[src/rtl/softreg_mux_n_pkg.sv]
// Shared types and constants for the N-source soft-register combiner.
package softreg_mux_n_pkg;

  localparam int ARB_FIXED = 0;
  localparam int ARB_RR    = 1;

  localparam int SR_ADDR_W = 32;
  localparam int SR_DATA_W = 64;

  // Source identifier, wide enough for the largest supported source count (8).
  typedef logic [2:0] SoftRegSrcId;

  typedef struct packed {
    logic                 valid;
    logic                 isWrite;
    logic [SR_ADDR_W-1:0] addr;
    logic [SR_DATA_W-1:0] data;
  } SoftRegReq;

  typedef struct packed {
    logic                 valid;
    logic [SR_DATA_W-1:0] data;
  } SoftRegResp;

  localparam int REQ_W  = $bits(SoftRegReq);
  localparam int RESP_W = $bits(SoftRegResp);

  // Width of a source index; never narrower than one bit.
  function automatic int src_id_width(input int n);
    return (n > 2) ? $clog2(n) : 1;
  endfunction

endpackage

[src/rtl/softreg_rr_arbiter.sv]
// One-hot arbiter over the eligible sources: fixed priority or round-robin.
module softreg_rr_arbiter
  import softreg_mux_n_pkg::*;
#(
  parameter int NUM_SRC  = 2,
  parameter int ARB_MODE = ARB_FIXED,
  localparam int SRC_W   = src_id_width(NUM_SRC)
) (
  input  logic               i_clk,
  input  logic               i_rst_n,
  input  logic [NUM_SRC-1:0] i_elig,
  output logic [NUM_SRC-1:0] o_grant,
  output logic [SRC_W-1:0]   o_grant_idx,
  output logic               o_grant_valid
);

  logic [SRC_W-1:0]   r_ptr;
  logic [NUM_SRC-1:0] w_upper;
  logic [NUM_SRC-1:0] w_pool;

  // Round-robin: prefer sources above the pointer, else wrap to the lowest.
  always_comb begin
    w_upper = '0;
    for (int i = 0; i < NUM_SRC; i++) begin
      w_upper[i] = i_elig[i] && (SRC_W'(i) > r_ptr);
    end
    if ((ARB_MODE == ARB_RR) && (|w_upper)) begin
      w_pool = w_upper;
    end else begin
      w_pool = i_elig;
    end
  end

  // Lowest set bit of the candidate pool wins.
  always_comb begin
    o_grant       = '0;
    o_grant_idx   = '0;
    o_grant_valid = 1'b0;
    for (int i = 0; i < NUM_SRC; i++) begin
      if (w_pool[i] && !o_grant_valid) begin
        o_grant[i]    = 1'b1;
        o_grant_idx   = SRC_W'(i);
        o_grant_valid = 1'b1;
      end
    end
  end

  // Pointer remembers the last winner; reset value makes source 0 win first.
  always_ff @(posedge i_clk or negedge i_rst_n) begin
    if (!i_rst_n) begin
      r_ptr <= SRC_W'(NUM_SRC - 1);
    end else if (o_grant_valid) begin
      r_ptr <= o_grant_idx;
    end
  end

endmodule

[src/rtl/softreg_mux_n.sv]
// N-source soft-register combiner: per-source queues, one issue per cycle,
// read tags tracked in issue order so responses return to their issuer.
module softreg_mux_n
  import softreg_mux_n_pkg::*;
#(
  parameter int NUM_SRC   = 2,
  parameter int LOG_DEPTH = 4,
  parameter int ARB_MODE  = ARB_FIXED,
  parameter int LOG_OUTST = 4
) (
  input  logic                      i_clk,
  input  logic                      i_rst_n,
  input  logic [NUM_SRC*REQ_W-1:0]  i_req_in,
  output logic [REQ_W-1:0]          o_req_to_app,
  input  logic [RESP_W-1:0]         i_resp_from_app,
  output logic [NUM_SRC*RESP_W-1:0] o_resp_out,
  output logic [NUM_SRC-1:0]        o_src_full,
  output logic [NUM_SRC*16-1:0]     o_drop_cnt,
  output logic                      o_spurious_err
);

  localparam int SRC_W     = src_id_width(NUM_SRC);
  localparam int DEPTH     = 1 << LOG_DEPTH;
  localparam int TAG_DEPTH = 1 << LOG_OUTST;
  localparam int ENT_W     = REQ_W - 1;   // queued entry drops the valid bit

  logic [NUM_SRC-1:0]            w_q_full;
  logic [NUM_SRC-1:0]            w_q_empty;
  logic [NUM_SRC-1:0]            w_q_head_wr;
  logic [NUM_SRC-1:0]            w_elig;
  logic [NUM_SRC-1:0]            w_grant;
  logic [NUM_SRC-1:0][ENT_W-1:0] w_q_head;
  logic [SRC_W-1:0]              w_gidx;
  logic                          w_gvalid;

  SoftRegResp  w_resp_in;
  SoftRegReq   w_issue;
  SoftRegReq   r_req;
  logic        w_tag_full;
  logic        w_tag_empty;
  logic        w_tag_push;
  logic        w_tag_pop;
  SoftRegSrcId w_tag_head;
  logic        r_spurious;

  SoftRegSrcId            r_tag_mem [TAG_DEPTH];
  logic [LOG_OUTST-1:0]   r_tag_wr;
  logic [LOG_OUTST-1:0]   r_tag_rd;
  logic [LOG_OUTST:0]     r_tag_cnt;

  assign w_resp_in = i_resp_from_app;

  for (genvar gi = 0; gi < NUM_SRC; gi++) begin : g_src
    SoftRegReq            w_req;
    logic [ENT_W-1:0]     r_mem [DEPTH];
    logic [LOG_DEPTH-1:0] r_wr_ptr;
    logic [LOG_DEPTH-1:0] r_rd_ptr;
    logic [LOG_DEPTH:0]   r_cnt;
    logic                 w_push;
    logic                 w_pop;
    logic [15:0]          r_drop;
    SoftRegResp           r_resp;

    assign w_req           = i_req_in[gi*REQ_W +: REQ_W];
    assign w_q_full[gi]    = (r_cnt == (LOG_DEPTH+1)'(DEPTH));
    assign w_q_empty[gi]   = (r_cnt == '0);
    assign w_push          = w_req.valid && !w_q_full[gi];
    assign w_pop           = w_grant[gi];
    // Head read is combinational so a request can issue the cycle after it lands.
    assign w_q_head[gi]    = r_mem[r_rd_ptr];
    assign w_q_head_wr[gi] = w_q_head[gi][ENT_W-1];
    // A read head waits for a free tag slot; a write head never does.
    assign w_elig[gi]      = !w_q_empty[gi] && (w_q_head_wr[gi] || !w_tag_full);

    // Queue storage; contents are don't-care while the queue is empty.
    always_ff @(posedge i_clk) begin
      if (w_push) begin
        r_mem[r_wr_ptr] <= w_req[ENT_W-1:0];
      end
    end

    // Queue pointers and occupancy.
    always_ff @(posedge i_clk or negedge i_rst_n) begin
      if (!i_rst_n) begin
        r_wr_ptr <= '0;
        r_rd_ptr <= '0;
        r_cnt    <= '0;
      end else begin
        if (w_push) r_wr_ptr <= r_wr_ptr + 1'b1;
        if (w_pop)  r_rd_ptr <= r_rd_ptr + 1'b1;
        if (w_push && !w_pop)      r_cnt <= r_cnt + 1'b1;
        else if (!w_push && w_pop) r_cnt <= r_cnt - 1'b1;
      end
    end

    // Saturating count of requests refused because the queue was full.
    always_ff @(posedge i_clk or negedge i_rst_n) begin
      if (!i_rst_n) begin
        r_drop <= '0;
      end else if (w_req.valid && w_q_full[gi] && (r_drop != 16'hFFFF)) begin
        r_drop <= r_drop + 16'd1;
      end
    end

    // Route a tagged response to this source; otherwise drive all-zero.
    always_ff @(posedge i_clk or negedge i_rst_n) begin
      if (!i_rst_n) begin
        r_resp <= '0;
      end else if (w_tag_pop && (w_tag_head == SoftRegSrcId'(gi))) begin
        r_resp <= w_resp_in;
      end else begin
        r_resp <= '0;
      end
    end

    assign o_resp_out[gi*RESP_W +: RESP_W] = r_resp;
    assign o_drop_cnt[gi*16 +: 16]         = r_drop;
    assign o_src_full[gi]                  = w_q_full[gi];
  end

  softreg_rr_arbiter #(
    .NUM_SRC  (NUM_SRC),
    .ARB_MODE (ARB_MODE)
  ) u_arb (
    .i_clk         (i_clk),
    .i_rst_n       (i_rst_n),
    .i_elig        (w_elig),
    .o_grant       (w_grant),
    .o_grant_idx   (w_gidx),
    .o_grant_valid (w_gvalid)
  );

  // Build the outgoing request from the granted head; all-zero when idle.
  always_comb begin
    w_issue = '0;
    if (w_gvalid) begin
      w_issue.valid = 1'b1;
      {w_issue.isWrite, w_issue.addr, w_issue.data} = w_q_head[w_gidx];
    end
  end

  // Registered request to the app.
  always_ff @(posedge i_clk or negedge i_rst_n) begin
    if (!i_rst_n) begin
      r_req <= '0;
    end else begin
      r_req <= w_issue;
    end
  end

  assign o_req_to_app = r_req;

  assign w_tag_full  = (r_tag_cnt == (LOG_OUTST+1)'(TAG_DEPTH));
  assign w_tag_empty = (r_tag_cnt == '0);
  assign w_tag_push  = w_gvalid && !w_q_head_wr[w_gidx];
  assign w_tag_pop   = w_resp_in.valid && !w_tag_empty;
  assign w_tag_head  = r_tag_mem[r_tag_rd];

  // Tag storage: source index of each read, in issue order.
  always_ff @(posedge i_clk) begin
    if (w_tag_push) begin
      r_tag_mem[r_tag_wr] <= SoftRegSrcId'(w_gidx);
    end
  end

  // Tag pointers and occupancy; simultaneous push and pop leave the count alone.
  always_ff @(posedge i_clk or negedge i_rst_n) begin
    if (!i_rst_n) begin
      r_tag_wr  <= '0;
      r_tag_rd  <= '0;
      r_tag_cnt <= '0;
    end else begin
      if (w_tag_push) r_tag_wr <= r_tag_wr + 1'b1;
      if (w_tag_pop)  r_tag_rd <= r_tag_rd + 1'b1;
      if (w_tag_push && !w_tag_pop)      r_tag_cnt <= r_tag_cnt + 1'b1;
      else if (!w_tag_push && w_tag_pop) r_tag_cnt <= r_tag_cnt - 1'b1;
    end
  end

  // Sticky flag for a response that no outstanding read accounts for.
  always_ff @(posedge i_clk or negedge i_rst_n) begin
    if (!i_rst_n) begin
      r_spurious <= 1'b0;
    end else if (w_resp_in.valid && w_tag_empty) begin
      r_spurious <= 1'b1;
    end
  end

  assign o_spurious_err = r_spurious;

endmodule

[config.mk]
export PLATFORM = sky130hd
export DESIGN_NAME = softreg_mux_n
export DESIGN_NICKNAME = d
export VERILOG_FILES = /design/src/rtl/softreg_mux_n_pkg.sv /design/src/rtl/softreg_rr_arbiter.sv /design/src/rtl/softreg_mux_n.sv
export SDC_FILE = /design/constraint.sdc
export NUM_CORES = 2
export LEC_CHECK = 0
export ABC_AREA = 1
export BUFFER_PORTS_ARGS = -buffer_cell sky130_fd_sc_hd__buf_2
export CAP_MARGIN = 30
export CORE_ASPECT_RATIO = 0.8
export CORE_MARGIN = 1.5
export CORE_UTILIZATION = 45
export DETAILED_ROUTE_END_ITERATION = 10
export SLEW_MARGIN = 20
export SYNTH_ARGS = -nofsm -noshare
export SYNTH_HDL_FRONTEND = slang
export SYNTH_SLANG_ARGS = --single-unit
[constraint.sdc]
create_clock -name i_clk -period 8.39 [get_ports i_clk]
set_input_delay 0.4195 -clock i_clk [delete_from_list [all_inputs] [get_ports i_clk]]
set_output_delay 0.4195 -clock i_clk [all_outputs]
set_load 0.05 [all_outputs]
### Yosys cells after proc, flatten, opt, wreduce, memory -nomap -nowiden

Memories as Yosys holds them, arrays and structs flattened.
Index checks and enable logic that the tools add are counted.

* output and inout bits: 263
* input port bits: 263
* flip-flop bits (word level): 300
* memory bits (writable): 3120
* memories: 3

Memories
* g_src[0].r_mem: words 16, width 97, rd ports 1, clocked after Yosys merged registers in 0, write ports 1, line softreg_mux_n.sv:55 `logic [ENT_W-1:0] r_mem [DEPTH];`
* g_src[1].r_mem: words 16, width 97, rd ports 1, clocked after Yosys merged registers in 0, write ports 1, line softreg_mux_n.sv:55
* r_tag_mem: words 16, width 1, rd ports 1, clocked after Yosys merged registers in 0, write ports 1, line softreg_mux_n.sv:46 `SoftRegSrcId r_tag_mem [TAG_DEPTH];`

* reductions and logical operators: 42
* muxes and demuxes: 22
* order comparisons: 1
* equality and inequality tests: 6
* add/subtract/negate cells: 14

Operator list (count)
* $mux W97: 2
* $mux W65: 2
* $mux W98: 1
* $add A16 B1 Y16 const B: 2
* $ne A16 B16 Y1 const B: 2
* $mux W5: 6
* $add A4 B1 Y4 const B: 6
* $logic_and A1 B1 Y1: 20
* $add A5 B1 Y5 const B: 3
* $eq A5 B5 Y1 const B: 3
* $logic_not A5 Y1: 3
* $sub A5 B1 Y5 const B: 3
* $logic_not A1 Y1: 13
* $mux W1: 11
* $reduce_bool A2 Y1: 3
* $eq A3 B1 Y1 const B: 1
* $logic_not A3 Y1: 1
* $logic_or A1 B1 Y1: 2
* $lt A1 B2 Y1 const B: 1

### Depth between registers and ports, before layout

* word-level depth: 16
* mapped depth: 25
* mapped depth without buffers: 23

### Modules after synthesis

A second synthesis with hierarchy kept.

* cells, all modules: 10554
* area total of the unflattened synthesis: 134378.9 um^2

By module, submodules not included
* softreg_mux_n: cells each 10548, sequential area each 101197.1 um^2, area each 134348.9 um^2, instances 1
* softreg_rr_arbiter: cells each 6, sequential area each 0.0 um^2, area each 30.0 um^2, instances 1

### Least setup slack after synthesis

Ideal clock, no wire load.

* path kind: flip-flop to flip-flop
* start point: register g_src[1].r_cnt[0]
* end point: memory g_src[1].r_mem[11][0] (netlist name), enable pin
* setup slack: 2.908 ns
* buffers on the path: 0
* required time: 7.836 ns
* library setup time: 0.554 ns
* data arrival time: 4.929 ns
* cell stages (with the launch flop): 7
* period minus slack after synthesis: 5.482 ns
* cell sequence: dfrtp_1 > nor4_1 > nand2_1 > nand2_1 > clkinv_1 > nand2_1 > nor2_1

* word-level cells in the longest chain between the ends: 5

Ends and longest elaborated chain
* start, declared: line softreg_mux_n.sv:58 `logic [LOG_DEPTH:0] r_cnt;`
* start signal, assigned: line softreg_mux_n.sv:91 `if (w_push && !w_pop) r_cnt <= r_cnt + 1'b1;`
* start signal, assigned: line softreg_mux_n.sv:92 `else if (!w_push && w_pop) r_cnt <= r_cnt - 1'b1;`
* $eq A5 B5 Y1: line softreg_mux_n.sv:65 `assign w_q_full[gi] = (r_cnt == (LOG_DEPTH+1)'(DEPTH));`
* $logic_not A1 Y1: line softreg_mux_n.sv:67 `assign w_push = w_req.valid && !w_q_full[gi];`
* $logic_and A1 B1 Y1: line softreg_mux_n.sv:67
* via g_src[1].w_push: line softreg_mux_n.sv:59 `logic w_push;`
* $mux W1: line softreg_mux_n.sv:77 `if (w_push) begin`
* $mux W1 (implied by the code): line softreg_mux_n.sv:78 `r_mem[r_wr_ptr] <= w_req[ENT_W-1:0];`
* end, declared: line softreg_mux_n.sv:55

The timed path passes the listed nets, and every way through them passes these cells.

### Worst setup path after layout

* start point: register g_src[0].r_rd_ptr[1]
* end point: register r_tag_cnt[4]

* word-level cells in the longest chain between the ends: 14
* elaborated cells between the ends (all ways): 17
* those cells by class: mux: 6; reduce/logical: 10; memory: 1

Ends and longest elaborated chain
* start, declared: line softreg_mux_n.sv:57 `logic [LOG_DEPTH-1:0] r_rd_ptr;`
* start signal, assigned: line softreg_mux_n.sv:90 `if (w_pop) r_rd_ptr <= r_rd_ptr + 1'b1;`
* $mem_v2 Z16 W97 *
* $logic_or A1 B1 Y1: line softreg_mux_n.sv:73 `assign w_elig[gi] = !w_q_empty[gi] && (w_q_head_wr[gi] || !w_tag_full);`
* $logic_and A1 B1 Y1: line softreg_mux_n.sv:73
* $mux W1: line softreg_rr_arbiter.sv:40 `if (w_pool[i] && !o_grant_valid) begin`
* $logic_not A1 Y1: line softreg_rr_arbiter.sv:40
* $logic_and A1 B1 Y1: line softreg_rr_arbiter.sv:40
* $mux W1: line softreg_rr_arbiter.sv:40
* $mux W1 (implied by the code) (2 in a row): line softreg_mux_n.sv:155 `assign w_tag_push = w_gvalid && !w_q_head_wr[w_gidx];`
* $logic_not A1 Y1: line softreg_mux_n.sv:155
* $logic_and A1 B1 Y1 *: line softreg_mux_n.sv:155
* via w_tag_push: line softreg_mux_n.sv:41 `logic w_tag_push;`
* $logic_not A1 Y1: line softreg_mux_n.sv:176 `else if (!w_tag_push && w_tag_pop) r_tag_cnt <= r_tag_cnt - 1'b1;`
* $logic_and A1 B1 Y1: line softreg_mux_n.sv:176
* $reduce_bool A2 Y1 (no line)
* end signal, assigned: line softreg_mux_n.sv:175 `if (w_tag_push && !w_tag_pop) r_tag_cnt <= r_tag_cnt + 1'b1;`
* end signal, assigned: line softreg_mux_n.sv:176
* end, declared: line softreg_mux_n.sv:49 `logic [LOG_OUTST:0] r_tag_cnt;`

The timed path passes the listed nets; every way through them passes the cells marked *. The select of a mux whose other input is x is not followed.
A chain may end at the register's enable or synchronous reset.

==> results_tabular.tex <==
\begin{tabular}{lr}
\hline
Metric & Value \\
\hline
\multicolumn{2}{l}{\textbf{Run status}} \\
Outcome & complete, no violations \\
\multicolumn{2}{l}{\textbf{Clocking}} \\
Worst-path clk slew & 0.06 ns \\
Maximum level of the CTS H-tree & 5 \\
Clk Latency, worst-skew pair & 0.90 ns \\
Max Buffers Root-to-Sink & 4 \\
Root buffer cell & sky130\_fd\_sc\_hd\_\_clkbuf\_16 \\
CTS tree & done \\
Number of CTS-inserted buffers & 342 \\
Resized cells post-CTS & 0 \\
Number of sinks handled by clock tree synthesis & 3,420 \\
\multicolumn{2}{l}{\textbf{STA}} \\
Setup TNS & 0 ns \\
Setup-failing EPs final & 0 \\
Setup repair after global routing missed its margin & no \\
Number of endpoints with negative hold slack in the final report & 0 \\
Final Cycle Share & 64.8\% \\
Clock skew & 0.0559 ns \\
Min Tclk post-route & 5.44 ns \\
Least-Margin Pin Slew & 1.19 ns \\
Slew HR & 20.6\% \\
Fin. max-slew vios & 0 \\
Maximum clock frequency & 0.184 GHz \\
\multicolumn{2}{l}{\textbf{Detailed routing}} \\
DR vias/cell & 5.87 \\
Via count & 84,800 \\
Initial DRC count & 9,148 \\
Total routed wirelength & 386,000 um \\
Post-DR wirelength/cell & 26.7 um \\
Number of antenna-violating nets in the routed design & 0 \\
TritonRoute pass-1 iters & 7 \\
Residual DRC & 0 \\
\multicolumn{2}{l}{\textbf{Worst setup path}} \\
Worst setup EP type & flop \\
Count of buffer and inverter cells on the critical path & 4 \\
Most frequent CP cell & sky130\_fd\_sc\_hd\_\_nand2\_1 \\
CP delay by family, top & simple AND/OR/NAND/NOR gates \\
Cell count of the worst reg-to-reg path & 23 \\
Critical path arrival & 6.18 ns \\
Number of cells on the critical path & 23 \\
Worst endpoint required time & 9.13 ns \\
Cell-by-cell trace of the critical path & buf\_4 -> nand2\_1 -> inv\_2 -> nand2\_1 -> a21oi\_1 -> nor2\_1 -> nand2\_1 -> nand3\_1 -> nand2\_1 -> nand2\_2 -> nand2\_1 -> nand3\_2 -> inv\_1 -> ha\_1 -> inv\_1 -> ha\_1 -> nand2\_1 -> nor2\_1 -> a211oi\_1 -> nand2\_1 -> nand2\_1 -> nor2\_1 -> xor2\_1 \\
Maximum cell stage delay along the critical path & 1.02 ns \\
Crit path max-delay cell type & sky130\_fd\_sc\_hd\_\_dfrtp\_4 \\
Kind of start point of the critical path & flop \\
Maximum fanout encountered on the critical timing path & 61 \\
Kind of critical path & reg -> reg \\
\multicolumn{2}{l}{\textbf{Layout}} \\
Fin area & 0.153 sq mm \\
Proportion of layout cells with a drive suffix above 1 & 11.7\% \\
Total number of nets in the final design & 10,600 \\
Layout Area Growth over Synthesis & 15.5\% \\
Most common cell after layout, fill and taps aside & sky130\_fd\_sc\_hd\_\_edfxtp\_1 \\
Leading cell types in the layout, fill and taps excluded & 3,120 x sky130\_fd\_sc\_hd\_\_edfxtp\_1, 2,252 x sky130\_fd\_sc\_hd\_\_nand2\_1, 1,180 x sky130\_fd\_sc\_hd\_\_a21oi\_1, 526 x sky130\_fd\_sc\_hd\_\_nand3\_1, 525 x sky130\_fd\_sc\_hd\_\_buf\_2 \\
Layout Cells excl Fill & 14,400 \\
\multicolumn{2}{l}{\textbf{Synthesis}} \\
Number of warning messages in the yosys log & 0 \\
Fraction of the yosys area taken by sequential cells & 76.2\% \\
Netlist cell types & 46 \\
Mapped Cells & 9,681 \\
Mean instance size in the synthesized netlist & 13.7 sq um \\
Register bit total from synthesis & 3,420 \\
Netlist Area Pre-Place & 0.133 sq mm \\
Cell taking the most area after synthesis & sky130\_fd\_sc\_hd\_\_edfxtp\_1 \\
Share of the synthesized area in the top cell type & 70.6\% \\
Number of nets produced by synthesis & 9,977 \\
Leading post-synthesis cells by cell area & sky130\_fd\_sc\_hd\_\_edfxtp\_1 71\%, sky130\_fd\_sc\_hd\_\_nand2\_1 6.4\%, sky130\_fd\_sc\_hd\_\_dfrtp\_1 5.7\%, sky130\_fd\_sc\_hd\_\_a21oi\_1 4.4\%, sky130\_fd\_sc\_hd\_\_a221o\_1 2.3\% \\
\multicolumn{2}{l}{\textbf{Place}} \\
Number of I/O port buffers & 525 \\
Area post-placement & 0.139 sq mm \\
Detail Placement HPWL & 204,000 um \\
Total instance count after detailed placement & 13,500 \\
GPL Wtd Cong & 0.838 \\
\multicolumn{2}{l}{\textbf{Power}} \\
Pwr Density & 361 mW/mm\^{}2 \\
Static leakage & 53.7 nW \\
Largest voltage drop on the vdd net & 357 uV \\
\multicolumn{2}{l}{\textbf{Die}} \\
Initial core utilization & 45.2\% \\
Floorplan die area & 0.298 sq mm \\
Rows & 178 \\
Number of primary I/O pins & 526 \\
Horizontal die dimension & 610 um \\
Chip height & 489 um \\
Area inside the core boundary & 0.294 sq mm \\
\multicolumn{2}{l}{\textbf{Hold path}} \\
Worst hold-check path type & in -> async \\
\multicolumn{2}{l}{\textbf{Global route}} \\
Global-route wire length before repair & 560,000 um \\
Total global routing overflow & 0 \\
Total global routing track utilization & 25.3\% \\
Vias in the first global route & 81,700 \\
Largest net degree at the start of global routing & 245 \\
Number of antenna violations at the first check in global routing & 62 \\
\multicolumn{2}{l}{\textbf{Job}} \\
Max cap viols & 0 \\
\hline
\end{tabular}
-- worst paths after layout --
check | start | end | slack, ns
min reg2reg | g_src[0].r_cnt[4] | g_src[0].r_cnt[4] | 0.49
max | g_src[0].r_rd_ptr[1] | r_tag_cnt[4] | 2.95
max reg2reg | g_src[0].r_rd_ptr[1] | r_tag_cnt[4] | 2.95
max in group asynchronous | i_rst_n | g_src[1].r_rd_ptr[3] | 6.58
min | i_rst_n | g_src[0].r_drop[2] | 0.21
min in group i_clk | i_resp_from_app[5] | o_resp_out[5] | 0.34
-- metal layers --
layer / vias up / wire, um / global-route usage [%]
met5: - / 176 / 0
met4: 28 / 14500 / 8.91
met3: 666 / 27500 / 3.44
met2: 3726 / 185000 / 41.7
met1: 43000 / 159000 / 34.6
li1: 37400 / - / -
-- cells in the mapped netlist, drive strengths merged --
cell    instances
edfxtp       3120
nand2        2255
a21oi        1180
nand3         529
clkbuf        355
buf           323
nor2          311
a221o         302
dfrtp         300
a32o          191
o211ai        182
inv           147
a22oi         139
o21ai         122
xor2           42
a221oi         39
ha             30
o22ai          17
nand4          15
nor3           14
xnor2          11
o211a           9
o311ai          7
o31ai           7
a21o            5
a31oi           5
clkinv          4
a211oi          3
fa              3
mux2i           3
nor4            3
or2             3
o221ai          2
a21boi          1
and3            1
nor3b           1
-- cell families (layout without fill, tap and decap cells) --
group | after synthesis | count (layout) | share of synthesized area, %
multiplexers | 3 | 3 | 0.0226
XOR/XNOR | 53 | 53 | 0.350
other | 0 | 16 | 0
flip-flops | 3420 | 3420 | 76.2
buffers and inverters | 829 | 1709 | 2.63
AND/OR/NAND/NOR | 3132 | 3132 | 9.43
AO/OA/AOI/OAI | 2211 | 2211 | 11.0
adder cells (fa/ha/maj) | 33 | 33 | 0.328
-- stage by stage --
step / util [%] / setup slack, ns / total power [mW] / hold slack (ns)
2_1_floorplan: - / 2.91 / 33.7 / 0.124
3_3_place_gp: 47.3 / 2.96 / 39.6 / 0.477
3_5_place_dp: 47.4 / 3.03 / 40.1 / 0.486
4_1_cts: 52.1 / 2.97 / 55.5 / 0.256
5_1_grt: 52.2 / 2.49 / 57.7 / 0.277
6_report: 52.2 / 2.95 / 55.4 / 0.213
-- registers in the layout (all words and copies together), names as in the netlist, 5 cells and up --
register	count
g_src.r_cnt	10
g_src.r_drop	32
g_src.r_mem	3104
g_src.r_rd_ptr	8
g_src.r_wr_ptr	8
o_req_to_app	98
o_resp_out	130
r_tag_cnt	5
r_tag_mem	16
-- where the power goes --
part,internal (mW),switching [mW],total (mW)
clock network,8.96,6.39,15.3
registers,20.8,1.05,21.8
logic,4.82,13.4,18.2
total,34.5,20.8,55.4
-- final cells by class --
cell class,count,area (sq um)
Fill cell,24200,140000
Sequential cell,3420,101000
Multi-Input combinational cell,5432,28400
Clock buffer,477,9600
Timing Repair Buffer,934,7110
Tap cell,3870,4840
Clock inverter,147,1590
Inverter,151,626
Antenna cell,16,40.0
-- repair_timing --
action	in CTS	in global routing
endpoints found under the hold margin	3329	0
hold buffers	262	0
setup buffers	0	0
Power figures use the tool's default switching activity.
